==> src/rtl/cpu_pkg.sv <==
// Shared definitions for the ALU result-capture stage.
//   W            datapath word width; a Z entry carries a W-bit hi and a W-bit lo half
//   z_state_t    head-entry read-progress states
//   z_entry_t    one captured result {wide, hi, lo}
//   entry_state  initial head state for a freshly loaded entry
package cpu_pkg;

  localparam int W = 32;

  typedef enum logic [2:0] {
    EMPTY,
    NARROW,
    WIDE,
    WIDE_LO,
    WIDE_HI
  } z_state_t;

  typedef struct packed {
    logic         wide;
    logic [W-1:0] hi;
    logic [W-1:0] lo;
  } z_entry_t;

  function automatic z_state_t entry_state(input z_entry_t e);
    return e.wide ? WIDE : NARROW;
  endfunction

endpackage

==> src/rtl/z_skid_slot.sv <==
// One-entry holding register behind the Z head.
//   clk, clr_n   clock, async active-low clear
//   load         capture d (only asserted while the slot is empty)
//   unload       hand the entry to the head; slot becomes empty
//   d            entry to capture
//   valid, q     slot occupancy and stored entry
module z_skid_slot
  import cpu_pkg::*;
(
  input  logic     clk,
  input  logic     clr_n,
  input  logic     load,
  input  logic     unload,
  input  z_entry_t d,
  output logic     valid,
  output z_entry_t q
);

  logic     valid_d, valid_q;
  z_entry_t data_d, data_q;

  always_comb begin
    valid_d = valid_q;
    data_d  = data_q;
    if (load) begin
      valid_d = 1'b1;
      data_d  = d;
    end else if (unload) begin
      valid_d = 1'b0;
      data_d  = '0;
    end
  end

  always_ff @(posedge clk or negedge clr_n) begin
    if (!clr_n) begin
      valid_q <= 1'b0;
      data_q  <= '0;
    end else begin
      valid_q <= valid_d;
      data_q  <= data_d;
    end
  end

  assign valid = valid_q;
  assign q     = data_q;

endmodule

==> src/rtl/alu_z_stage.sv <==
// Result-capture stage behind the ALU: holds the current result in the Z
// register pair (head) plus one result in a skid slot, and releases halves
// onto the datapath bus under control-unit read strobes.
//   clk, clr_n        clock, async active-low clear
//   in_valid/in_ready ALU result handshake
//   in_wide, in_data  result width flag and {hi, lo} payload
//   rd_lo, rd_hi      read strobes for ZLO / ZHI
//   bus_out           selected half of the head, 0 when not reading
//   z_valid, z_zero   head occupied / head ZLO is zero
//   rd_err            sticky illegal-read flag
//
// state   | meaning
// EMPTY   | no result held
// NARROW  | 32-bit result, lo still owed
// WIDE    | 64-bit result, both halves owed
// WIDE_LO | lo already read, hi owed
// WIDE_HI | hi already read, lo owed
module alu_z_stage
  import cpu_pkg::*;
(
  input  logic           clk,
  input  logic           clr_n,
  input  logic           in_valid,
  output logic           in_ready,
  input  logic           in_wide,
  input  logic [2*W-1:0] in_data,
  input  logic           rd_lo,
  input  logic           rd_hi,
  output logic [W-1:0]   bus_out,
  output logic           z_valid,
  output logic           z_zero,
  output logic           rd_err
);

  z_state_t state_d, state_q;
  z_entry_t head_d, head_q;
  logic     err_d, err_q;

  z_entry_t new_entry;
  z_entry_t skid_q;
  logic     skid_valid;
  logic     skid_load, skid_unload;
  logic     accept, rd_one, legal, do_release;

  assign accept = in_valid && in_ready;
  assign rd_one = rd_lo ^ rd_hi;

  // Narrow results carry hi=0 so a stray hi read returns 0.
  always_comb begin
    new_entry.wide = in_wide;
    new_entry.hi   = in_wide ? in_data[2*W-1:W] : '0;
    new_entry.lo   = in_data[W-1:0];
  end

  always_comb begin
    state_d     = state_q;
    head_d      = head_q;
    err_d       = err_q;
    skid_load   = 1'b0;
    skid_unload = 1'b0;
    legal       = 1'b0;
    do_release  = 1'b0;

    case (state_q)
      NARROW: begin
        if (rd_one && rd_lo) begin
          legal      = 1'b1;
          do_release = 1'b1;
        end
      end
      WIDE: begin
        if (rd_one) begin
          legal   = 1'b1;
          state_d = rd_lo ? WIDE_LO : WIDE_HI;
        end
      end
      WIDE_LO: begin
        if (rd_one && rd_hi) begin
          legal      = 1'b1;
          do_release = 1'b1;
        end
      end
      WIDE_HI: begin
        if (rd_one && rd_lo) begin
          legal      = 1'b1;
          do_release = 1'b1;
        end
      end
      default: ;
    endcase

    if ((rd_lo || rd_hi) && !legal)
      err_d = 1'b1;

    // accept and a full skid never coincide: in_ready is low while the skid holds data.
    if (do_release) begin
      if (skid_valid) begin
        head_d      = skid_q;
        state_d     = entry_state(skid_q);
        skid_unload = 1'b1;
      end else if (accept) begin
        head_d  = new_entry;
        state_d = entry_state(new_entry);
      end else begin
        head_d  = '0;
        state_d = EMPTY;
      end
    end else if (accept) begin
      if (state_q == EMPTY) begin
        head_d  = new_entry;
        state_d = entry_state(new_entry);
      end else begin
        skid_load = 1'b1;
      end
    end
  end

  always_ff @(posedge clk or negedge clr_n) begin
    if (!clr_n) begin
      state_q <= EMPTY;
      head_q  <= '0;
      err_q   <= 1'b0;
    end else begin
      state_q <= state_d;
      head_q  <= head_d;
      err_q   <= err_d;
    end
  end

  z_skid_slot u_skid (
    .clk    (clk),
    .clr_n  (clr_n),
    .load   (skid_load),
    .unload (skid_unload),
    .d      (new_entry),
    .valid  (skid_valid),
    .q      (skid_q)
  );

  assign in_ready = !skid_valid;
  assign z_valid  = (state_q != EMPTY);
  assign z_zero   = z_valid && (head_q.lo == '0);
  assign rd_err   = err_q;

  // Simultaneous rd_lo and rd_hi favours ZLO.
  always_comb begin
    bus_out = '0;
    if (z_valid) begin
      if (rd_lo)      bus_out = head_q.lo;
      else if (rd_hi) bus_out = head_q.hi;
    end
  end

endmodule

==> config.mk <==
export PLATFORM = sky130hd
export DESIGN_NAME = alu_z_stage
export DESIGN_NICKNAME = d
export VERILOG_FILES = /design/src/rtl/cpu_pkg.sv /design/src/rtl/z_skid_slot.sv /design/src/rtl/alu_z_stage.sv
export SDC_FILE = /design/constraint.sdc
export NUM_CORES = 1
export LEC_CHECK = 0
export BUFFER_PORTS_ARGS = -buffer_cell sky130_fd_sc_hd__buf_2
export CAP_MARGIN = 20
export CORE_ASPECT_RATIO = 1.4
export CORE_MARGIN = 2
export CORE_UTILIZATION = 45
export CTS_CLUSTER_DIAMETER = 100
export DETAILED_ROUTE_END_ITERATION = 12
export PLACE_DENSITY_LB_ADDON = 0.1
export SLEW_MARGIN = 20
export SYNTH_ARGS = -nofsm -noshare
export SYNTH_HDL_FRONTEND = slang
export SYNTH_SLANG_ARGS = --single-unit
==> constraint.sdc <==
create_clock -name clk -period 2.15 [get_ports clk]
set_input_delay 0.43 -clock clk [delete_from_list [all_inputs] [get_ports clk]]
set_output_delay 0.43 -clock clk [all_outputs]
set_load 0.05 [all_outputs]
==> metrics <==
status complete, but fails checks; failing checks negative setup slack; area grow syn2layout 27.5%; leak pwr 3.67 nW; TritonCTS buffer count 17; WHS 0.213 ns; clock skew 0.00832 ns; Hold Path Depth 3; die area 15600 um2; RR Startpoint state_q[1]; chip width 106 um; Power Density 1590 nW/um2; syn avg cell area 8.45 um2; fin. max-slew vios 0; Placed Cells incl. Taps 1030; CP Launch Type flip-flop; Die Height 147 um; Slew @ Worst Pin 0.392 ns; Netlist Area Pre-Place 6570 um2; Avg WL per Cell 18.1 um; Pre-antenna DRT Iters 7; vias in the first global route 6018; CP Class flip-flop to output pin; largest net degree at the start of global routing 66; Antenna Diode Count 0; Routed WL 19400 um; max_cap viols 0; Syn Inst Count 777; Total GRT Usage 25.9%; first-pass GRT wire length 31600 um; Routed Antenna Nets 0; post-synth cell types 35; Yosys reg bits 134; Routability Congestion 0.840; CTS Root Cell clkbuf_16; filler instances 1344; post-synth top area cell dfrtp_1; global route overflow 0; Hold Startpoint in_data[6]; Final Hold Fails 0; top cell type's share of synthesized area 51.1%; Post-DP HPWL 12700 um; # H-tree levels 4; total power 13.3 mW; Nets 940; Max clock buf depth 2; Crit. Startpoint head_q[18]; I/O pins 106; CTS clock-pin slew for the worst setup and hold paths 0.06 ns; Critical Path RT 1.72 ns; fin crit share 102%; top post-synthesis cells by area dfrtp_1, nand2_1, a31oi_1; initial core utilization 45.7%; min Tclk post-route 2.20 ns; share of layout cells above drive strength 1 26.3%; routed vias/inst 5.67; Worst R2R Path Depth 7; CTS tree yes; IO Port Bufs 105; fin util 58.2%; maximum vdd drop 1.11 mV; worst skew pair latency 0.42 ns; Worst setup EP type output pin; Iter 0 DRT Violations 449; Peak Freq 455 MHz; Vias 6060; Max FO, Critical Path 3; # setup viols final 1; Core Region 14400 um2; RSZ-0062 raised after global routing yes; Ys Warns 0; Net Count, Synth 850; Non-Filler Instances 1069; Fin Setup TNS -0.0480 ns; clock sink count 134; Rel. slew slack 73.9%; part of the Yosys area used for sequential elements 51.1%; Rows 52; Worst Hold Class input pin to flip-flop; Critical Path AT 1.77 ns; initial antenna violation count 0; # DRC 0; post-route setup slack -0.0480 ns
==> placed cells by master (no fill, tap or decap), types with 2 or more instances in the layout <==
cell,Yosys,routed
a22oi_1,33,32
o21bai_1,32,32
ha_1,3,3
nor2_2,0,31
clkbuf_16,0,17
nor2_1,100,69
nor2b_1,3,2
nor4_4,0,4
dfrtp_2,0,9
a31oi_1,66,66
nor4_2,0,3
buf_12,0,10
nand2_1,167,167
clkinv_2,0,4
inv_1,3,3
nand2b_1,2,2
buf_2,31,71
clkinvlp_4,0,4
o21ai_0,65,65
a21o_1,2,2
clkbuf_8,0,4
buf_6,0,20
nand3_1,67,67
and3b_1,2,2
buf_4,2,40
dfrtp_1,134,125
==> critical path, stage by stage, from the launching register on <==
cell and delay (ns):
dfrtp_1 0.40, nor4_2 0.32, nand2_1 0.17, nor3_2 0.27, buf_6 0.19
==> logic make-up (layout without fill, tap and decap cells) <==
logic type | after synthesis | in the layout | synth area share (%)
AND/OR/NAND/NOR | 357 | 357 | 22.9
AO/OA/AOI/OAI | 206 | 206 | 20.1
buffers and inverters | 75 | 178 | 4.99
adder cells (fa/ha/maj) | 3 | 3 | 0.572
flip-flops | 134 | 134 | 51.1
multiplexers | 2 | 2 | 0.381
==> routing by layer <==
metal  global-route usage (%)  part of all wire [%]
met4                     8.62                   1.5
met1                     34.2                    44
met5                        0                     0
met3                     5.68                   4.8
met2                     42.5                    50
==> flip-flops by register name, summed over array words and instances (netlist names) <==
name and cells:
u_skid.q 65, head_q 64, rd_err 1, u_skid.valid 1, state_q 3
==> synth_stat cells, drive strengths merged <==
cell type  number
a21o            2
a21oi           1
a22o            1
a22oi          33
a31oi          66
and3            1
and3b           2
and4b           1
buf            33
clkbuf         38
dfrtp         134
ha              3
inv             4
mux2            1
mux2i           1
nand2         167
nand2b          2
nand3          67
nand4           1
nand4bb         1
nor2          100
nor2b           3
nor3            3
nor4            8
o2111a          1
o2111ai         1
o21a            2
o21ai          65
o21bai         32
o221ai          1
o31ai           1
or3             1
==> final cells by class <==
class                      instances  area, um2  share of cell area, %
clock buffer                      21        480                   5.74
multi-input combinational        568       3080                   36.8
tap                              189        236                   2.83
clock inverter                    11       97.6                   1.17
sequential                       134       3360                   40.2
inverter                           4       17.5                  0.209
timing repair buffer             142       1090                   13.0
==> worst paths after layout <==
path	to	slack, ns
min in group asynchronous	head_q[60]	0.48
setup reg to reg	head_q[27]	0.26
setup / recovery	z_zero	-0.05
max in group asynchronous	u_skid.q[53]	0.98
hold / removal	u_skid.q[6]	0.21
hold reg to reg	rd_err	0.45
==> repair_timing <==
action	in CTS	in global routing
endpoints found under the hold margin	25	0
hold buffers	1	0
endpoints found under the setup margin	33	33
setup buffers	1	6
cloned	0	0
gates resized for setup	65	9
pin swaps	2	8
==> stage by stage <==
stage	cell area (um2)	setup WS (ns)
CTS	8300	-0.0903
global route	8370	-0.129
global placement	7490	0.122
detailed placement	7490	0.0436
finish	8370	-0.0480
floorplan	6650	0.0785
==> where the power goes <==
group / switching [mW] / internal (mW) / leakage [nW] / total (mW)
Clock: 1.09 / 1.71 / 0.277 / 2.79
Sequential: 0.920 / 3.68 / 1.64 / 4.60
Combinational: 3.81 / 2.12 / 1.76 / 5.93
Power figures use the tool's default switching activity.
